[config.mk]
export PLATFORM = sky130hd
export DESIGN_NAME = uart_wb_bridge
export DESIGN_NICKNAME = d
export VERILOG_FILES = /design/src/rtl/uart_wb_bridge.sv
export SDC_FILE = /design/constraint.sdc
export NUM_CORES = 1
export LEC_CHECK = 0
export ABC_AREA = 1
export BUFFER_PORTS_ARGS = -buffer_cell sky130_fd_sc_hd__buf_2
export CAP_MARGIN = 40
export CORE_MARGIN = 2
export CORE_UTILIZATION = 34
export DETAILED_ROUTE_END_ITERATION = 7
export PLACE_DENSITY = 0.59
export SYNTH_ARGS = -nofsm -noshare
export SYNTH_HDL_FRONTEND = slang
export SYNTH_SLANG_ARGS = --single-unit
export TNS_END_PERCENT = 100
[constraint.sdc]
create_clock -name clk -period 2.8 [get_ports clk]
set_input_delay 0.14 -clock clk [delete_from_list [all_inputs] [get_ports clk]]
set_output_delay 0.14 -clock clk [all_outputs]
set_load 0.02 [all_outputs]
[src/rtl/uart_wb_bridge.sv]
// UART command decoder acting as a Wishbone classic master: 'R'/'W' commands in, one bus cycle each, reply bytes out.
// Optional: define UART_WB_BRIDGE_RX_TIMEOUT_EN to discard partial commands after RX_TIMEOUT_CYCLES idle cycles.
module uart_wb_bridge #(
  parameter int unsigned WB_TIMEOUT_CYCLES = 1023,
  parameter int unsigned RX_TIMEOUT_CYCLES = 270000
) (
  input  logic        clk,
  input  logic        rst_n,
  input  logic [7:0]  rx_data,
  input  logic        rx_data_valid,
  output logic        rx_data_ready,
  output logic [7:0]  tx_data,
  output logic        tx_data_valid,
  input  logic        tx_data_ready,
  output logic [31:0] wb_addr_o,
  output logic        wb_we_o,
  output logic [31:0] wb_data_o,
  output logic        wb_cyc_o,
  output logic        wb_stb_o,
  input  logic [31:0] wb_data_i,
  input  logic        wb_ack_i,
  output logic        busy_o
);

  localparam int unsigned WB_CNT_MIN = $clog2(WB_TIMEOUT_CYCLES + 1);
  localparam int unsigned WB_CNT_W   = (WB_CNT_MIN > 10) ? WB_CNT_MIN : 10;
  localparam logic [7:0]  CMD_READ   = 8'h52;
  localparam logic [7:0]  CMD_WRITE  = 8'h57;
  localparam logic [7:0]  RSP_ERR    = 8'h45;
  localparam logic [7:0]  RSP_OK     = 8'h4B;

  typedef enum logic [2:0] {
    S_IDLE,
    S_ADDR,
    S_DATA,
    S_WB,
    S_RESP
  } state_t;

  state_t                r_state;
  logic [31:0]           r_addr;
  logic [31:0]           r_wdata;
  logic [31:0]           r_rdata;
  logic                  r_we;
  logic [2:0]            r_idx;
  logic [WB_CNT_W-1:0]   r_wb_cnt;
  logic                  r_err;
  logic                  r_cyc;
  logic                  r_rx_ready;
  logic [7:0]            r_tx_data;
  logic                  r_tx_valid;
  logic                  r_busy;

  logic w_rx_fire;
  logic w_tx_fire;
  logic w_rx_timeout;

  assign w_rx_fire = rx_data_valid && r_rx_ready;
  assign w_tx_fire = r_tx_valid && tx_data_ready;

`ifdef UART_WB_BRIDGE_RX_TIMEOUT_EN
  localparam int unsigned RX_CNT_W = $clog2(RX_TIMEOUT_CYCLES + 1);

  logic [RX_CNT_W-1:0] r_rx_cnt;
  logic                w_rx_wait;

  assign w_rx_wait    = ((r_state == S_ADDR) || (r_state == S_DATA)) && !w_rx_fire;
  assign w_rx_timeout = w_rx_wait && (r_rx_cnt == RX_CNT_W'(RX_TIMEOUT_CYCLES - 1));

  // Idle-gap counter between command bytes; cleared by any accepted byte or outside ADDR/DATA.
  always_ff @(posedge clk or negedge rst_n) begin
    if (!rst_n) begin
      r_rx_cnt <= '0;
    end else if (w_rx_wait && !w_rx_timeout) begin
      r_rx_cnt <= r_rx_cnt + RX_CNT_W'(1);
    end else begin
      r_rx_cnt <= '0;
    end
  end
`else
  // Partial commands wait forever; the parameter has no effect in this build.
  assign w_rx_timeout = 1'b0 && (RX_TIMEOUT_CYCLES != 0);
`endif

  always_ff @(posedge clk or negedge rst_n) begin
    if (!rst_n) begin
      r_state    <= S_IDLE;
      r_addr     <= '0;
      r_wdata    <= '0;
      r_rdata    <= '0;
      r_we       <= 1'b0;
      r_idx      <= '0;
      r_wb_cnt   <= '0;
      r_err      <= 1'b0;
      r_cyc      <= 1'b0;
      r_rx_ready <= 1'b0;
      r_tx_data  <= '0;
      r_tx_valid <= 1'b0;
      r_busy     <= 1'b0;
    end else begin
      case (r_state)
        S_IDLE: begin
          r_rx_ready <= 1'b1;
          if (w_rx_fire && ((rx_data == CMD_READ) || (rx_data == CMD_WRITE))) begin
            r_we    <= (rx_data == CMD_WRITE);
            r_idx   <= '0;
            r_busy  <= 1'b1;
            r_state <= S_ADDR;
          end
        end

        S_ADDR: begin
          if (w_rx_fire) begin
            r_addr <= {r_addr[23:0], rx_data};
            r_idx  <= r_idx + 3'd1;
            if (r_idx == 3'd3) begin
              r_idx <= '0;
              if (r_we) begin
                r_state <= S_DATA;
              end else begin
                r_cyc      <= 1'b1;
                r_rx_ready <= 1'b0;
                r_wb_cnt   <= '0;
                r_state    <= S_WB;
              end
            end
          end else if (w_rx_timeout) begin
            r_busy  <= 1'b0;
            r_state <= S_IDLE;
          end
        end

        S_DATA: begin
          if (w_rx_fire) begin
            r_wdata <= {r_wdata[23:0], rx_data};
            r_idx   <= r_idx + 3'd1;
            if (r_idx == 3'd3) begin
              r_idx      <= '0;
              r_cyc      <= 1'b1;
              r_rx_ready <= 1'b0;
              r_wb_cnt   <= '0;
              r_state    <= S_WB;
            end
          end else if (w_rx_timeout) begin
            r_busy  <= 1'b0;
            r_state <= S_IDLE;
          end
        end

        // An ack in the final timeout cycle still wins over the abort.
        S_WB: begin
          if (wb_ack_i) begin
            r_cyc      <= 1'b0;
            r_idx      <= '0;
            r_tx_valid <= 1'b1;
            if (r_we) begin
              r_tx_data <= RSP_OK;
            end else begin
              r_rdata   <= wb_data_i;
              r_tx_data <= wb_data_i[31:24];
            end
            r_state <= S_RESP;
          end else if (r_wb_cnt == WB_CNT_W'(WB_TIMEOUT_CYCLES - 1)) begin
            r_cyc      <= 1'b0;
            r_err      <= 1'b1;
            r_idx      <= '0;
            r_tx_valid <= 1'b1;
            r_tx_data  <= RSP_ERR;
            r_state    <= S_RESP;
          end else begin
            r_wb_cnt <= r_wb_cnt + WB_CNT_W'(1);
          end
        end

        S_RESP: begin
          if (w_tx_fire) begin
            if (r_err || r_we || (r_idx == 3'd3)) begin
              r_tx_valid <= 1'b0;
              r_err      <= 1'b0;
              r_idx      <= '0;
              r_rx_ready <= 1'b1;
              r_busy     <= 1'b0;
              r_state    <= S_IDLE;
            end else begin
              r_idx     <= r_idx + 3'd1;
              r_rdata   <= {r_rdata[23:0], 8'h00};
              r_tx_data <= r_rdata[23:16];
            end
          end
        end

        default: begin
          r_state <= S_IDLE;
        end
      endcase
    end
  end

  assign rx_data_ready = r_rx_ready;
  assign tx_data       = r_tx_data;
  assign tx_data_valid = r_tx_valid;
  assign wb_addr_o     = r_addr;
  assign wb_we_o       = r_we;
  assign wb_data_o     = r_wdata;
  assign wb_cyc_o      = r_cyc;
  assign wb_stb_o      = r_cyc;
  assign busy_o        = r_busy;

endmodule

==> flow_summary_export.csv <==
group,metric,value,unit
clock_tree,cts_tree,"done",
logic_synthesis,synthTopCellsByArea,"dfrtp_1 (54%), nand2_1 (12%), o21ai_0 (6.9%), mux2_2 (6.2%), inv_1 (4.3%)",
worst_setup_path,cp_max_fo,49,
timing,fmaxAchievable,0.469,GHz
layout,nets,788,
routing,vias,4309,
routing,wirelength,12.2,mm
logic_synthesis,syn_area_per_cell,9.01,um^2
logic_synthesis,synth_warnings,0,
flow_run,cap_violations,0,
timing,setup_viol,0,
worst_setup_path,start_kind,"flop",
die,die_y,131,um
timing,relSlewSlack,51.4,%
hold_path,holdPathStages,3,
die,start_util,34.5,%
worst_setup_path,arrival,2.46,ns
logic_synthesis,synth_seq_cells,118,
routing,drt-initial-drc-count,252,
global_routing,grt_pass1_vias,3969,
routing,drtPass1Iterations,4,
global_routing,grt_start_max_net_pins,119,
global_routing,grt_pass1_wl,19.6,mm
clock_tree,cts_buffer_depth,2,
worst_setup_path,r2r-start,"r_state[0]",
timing,timing.final.crit_share,76.1,%
die,die_area,0.0171,mm^2
worst_setup_path,r2r_slack,0.67,ns
timing,finalCriticalPeriod,2.13,ns
power_and_ir_drop,p_leak,0.00369,uW
routing,ant_nets,0,
hold_path,hold_path_end,"wb_data_o[1]",
layout,area_delta_synth_final,28.1,%
logic_synthesis,synth_top_area_share,54.0,%
hold_path,worstHoldStart,"rx_data[1]",
routing,avgViaCountPerCell,4.46,
logic_synthesis,syn_area,0.00547,mm^2
logic_synthesis,netlist_instances,607,
clock_tree,clkLatencyLatePin,0.41,ns
die,rows,46,
place,gp_congestion,0.817,
global_routing,track_usage,14.8,%
clock_tree,cts.clk_slew.worst_paths,0.05,ns
place,io_buffers,122,
clock_tree,cts_buffers,17,
clock_tree,post_cts_resized,0,
timing,whs,0.0393,ns
worst_setup_path,endpoint_kind,"flop",
timing,fin_skew,0.0125,ns
layout,drive_gt1_share,30.5,%
worst_setup_path,timing.rr.end,"r_rdata[9]",
routing,drc,0,
power_and_ir_drop,cellPowerDensity,1210,mW/mm^2
place,dp_slack,0.665,ns
timing,tightestPinTransition,0.729,ns
timing,maxSlewViolCount,0,
power_and_ir_drop,ir_drop,0.000535,V
place,dp_hpwl,8.32,mm
global_routing,gr-total-overflow,0,
run_status,status,"finished, final reports clean",
logic_synthesis,synth_largest_area_cell,"dfrtp_1",
logic_synthesis,yosysSeqAreaShare,54.0,%
layout,diodes,0,
global_routing,antenna_found_initial,0,
timing,hold_viol,0,
timing,setup_ws,0.670,ns
clock_tree,cts-root-buf,"clkbuf_16",
clock_tree,cts.sinks,118,
logic_synthesis,syn_nets,657,
worst_setup_path,worstRegToRegCells,9,
hold_path,hp-class,"input pin to flop",
die,die_w,131,um
die,ios,123,
routing,wl_per_cell,12.6,um
logic_synthesis,yosysUniqueCellTypes,32,
timing,setup_tns,0,ns
worst_setup_path,critical_path_required,3.13,ns
timing,rsz0062_at_grt,"no",
worst_setup_path,crit_type,"flop to flop",
die,coreArea,0.0158,mm^2
clock_tree,cts_max_level,4,
-- worst max-delay path, stage by stage, from the launching register on --
cell     delay (ns)
dfrtp_1        0.57
nor2_4         0.08
nand2_4        0.34
inv_2          0.10
nand2_1        0.19
nand2_2        0.10
nor2_4         0.07
buf_4          0.38
nand2_1        0.10
o21ai_0        0.09
-- worst max-delay path by stage --
stage               cells after the start  slack, ns     endpoint        from
finish                                  9       0.67   r_rdata[9]  r_state[0]
global route                           10       0.45   r_rdata[9]  r_state[0]
CTS                                     8       0.65  r_rdata[15]  r_state[0]
detailed placement                      9       0.66   r_rdata[9]  r_state[0]
global placement                        9       0.72  r_rdata[13]  r_state[0]
floorplan                              13       1.09  r_rdata[16]    r_idx[0]
-- metal layers --
metal	wire length [um]	global-route usage (%)	up-vias
li1	-	-	2202
met1	5840	19.9	1976
met2	5390	23.3	122
met3	817	3.95	9
met4	117	4.88	0
met5	0	0	-
-- placed cells by master (no fill, tap or decap), types with 2 or more instances in the layout --
cell type	count
nand4_1	3
inv_1	62
clkbuf_8	2
nand2_2	9
o21ai_2	11
nor2_4	4
clkbuf_16	17
buf_2	121
dfrtp_1	118
clkinvlp_4	3
dlygate4sd3_1	9
nand3_2	4
nand2_4	3
mux2_2	30
nand2_1	169
nor2_1	32
clkinv_4	2
ha_1	5
a21oi_1	12
nor3_1	2
xor2_1	3
inv_2	7
nor2_2	2
xnor2_1	2
clkinv_2	2
bufinv_16	5
o211ai_1	2
nand3_1	22
o21ai_0	75
buf_4	5
-- what timing repair did --
item | in CTS | in global routing
hold endpoints to repair | 126 | 0
buffers inserted | 0 | 0
hold buffers | 9 | 0
-- stage by stage --
stage	total power (uW)	instances	util, %	cell area [um^2]
3_3_place_gp	6050	926	39.5	6260
2_1_floorplan	5180	607	-	5470
6_report	8450	967	44.3	7000
3_5_place_dp	6100	926	39.5	6260
4_1_cts	8560	967	44.3	7000
5_1_grt	9070	967	44.3	7000
-- area by class of cell --
class,count,area (um^2)
fillers,1545,8820
flip-flops and latches,118,2950
multi-input cells,396,2110
repair buffers,136,753
clock buffers,20,457
well taps,216,270
inverters,69,259
clock inverters,12,200
-- cells by family after synthesis --
family / synth area share (%)
fa+ha+maj: 1.14
buf+inv: 7.46
simple gates: 20.2
xor+xnor: 0.801
mux: 6.18
flops: 54.0
compound gates: 10.3
-- cells in the mapped netlist, drive strengths merged --
cell	count
a21oi	12
and3	1
buf	15
clkbuf	9
dfrtp	118
ha	5
inv	69
mux2	30
nand2	181
nand3	26
nand3b	1
nand4	3
nor2	38
nor3	2
nor4	1
o211ai	2
o21ai	86
o21bai	1
o22ai	1
or2	1
xnor2	2
xor2	3
-- power by group --
part           internal, uW  switching (uW)  leakage, uW  total (uW)
logic                  1110            2100      0.00188        3210
registers              2410             424      0.00150        2840
clock network          1620             776     0.000312        2400
-- registers in the layout, indices dropped and copies added (netlist names) --
signal         cells
r_idx              3
wb_cyc_o           1
tx_data_valid      1
wb_we_o            1
busy_o             1
r_state            3
wb_data_o         32
wb_addr_o         32
r_wb_cnt          10
r_rdata           24
r_err              1
tx_data            8
rx_data_ready      1
No activity file was read; power rests on OpenSTA's default activity.
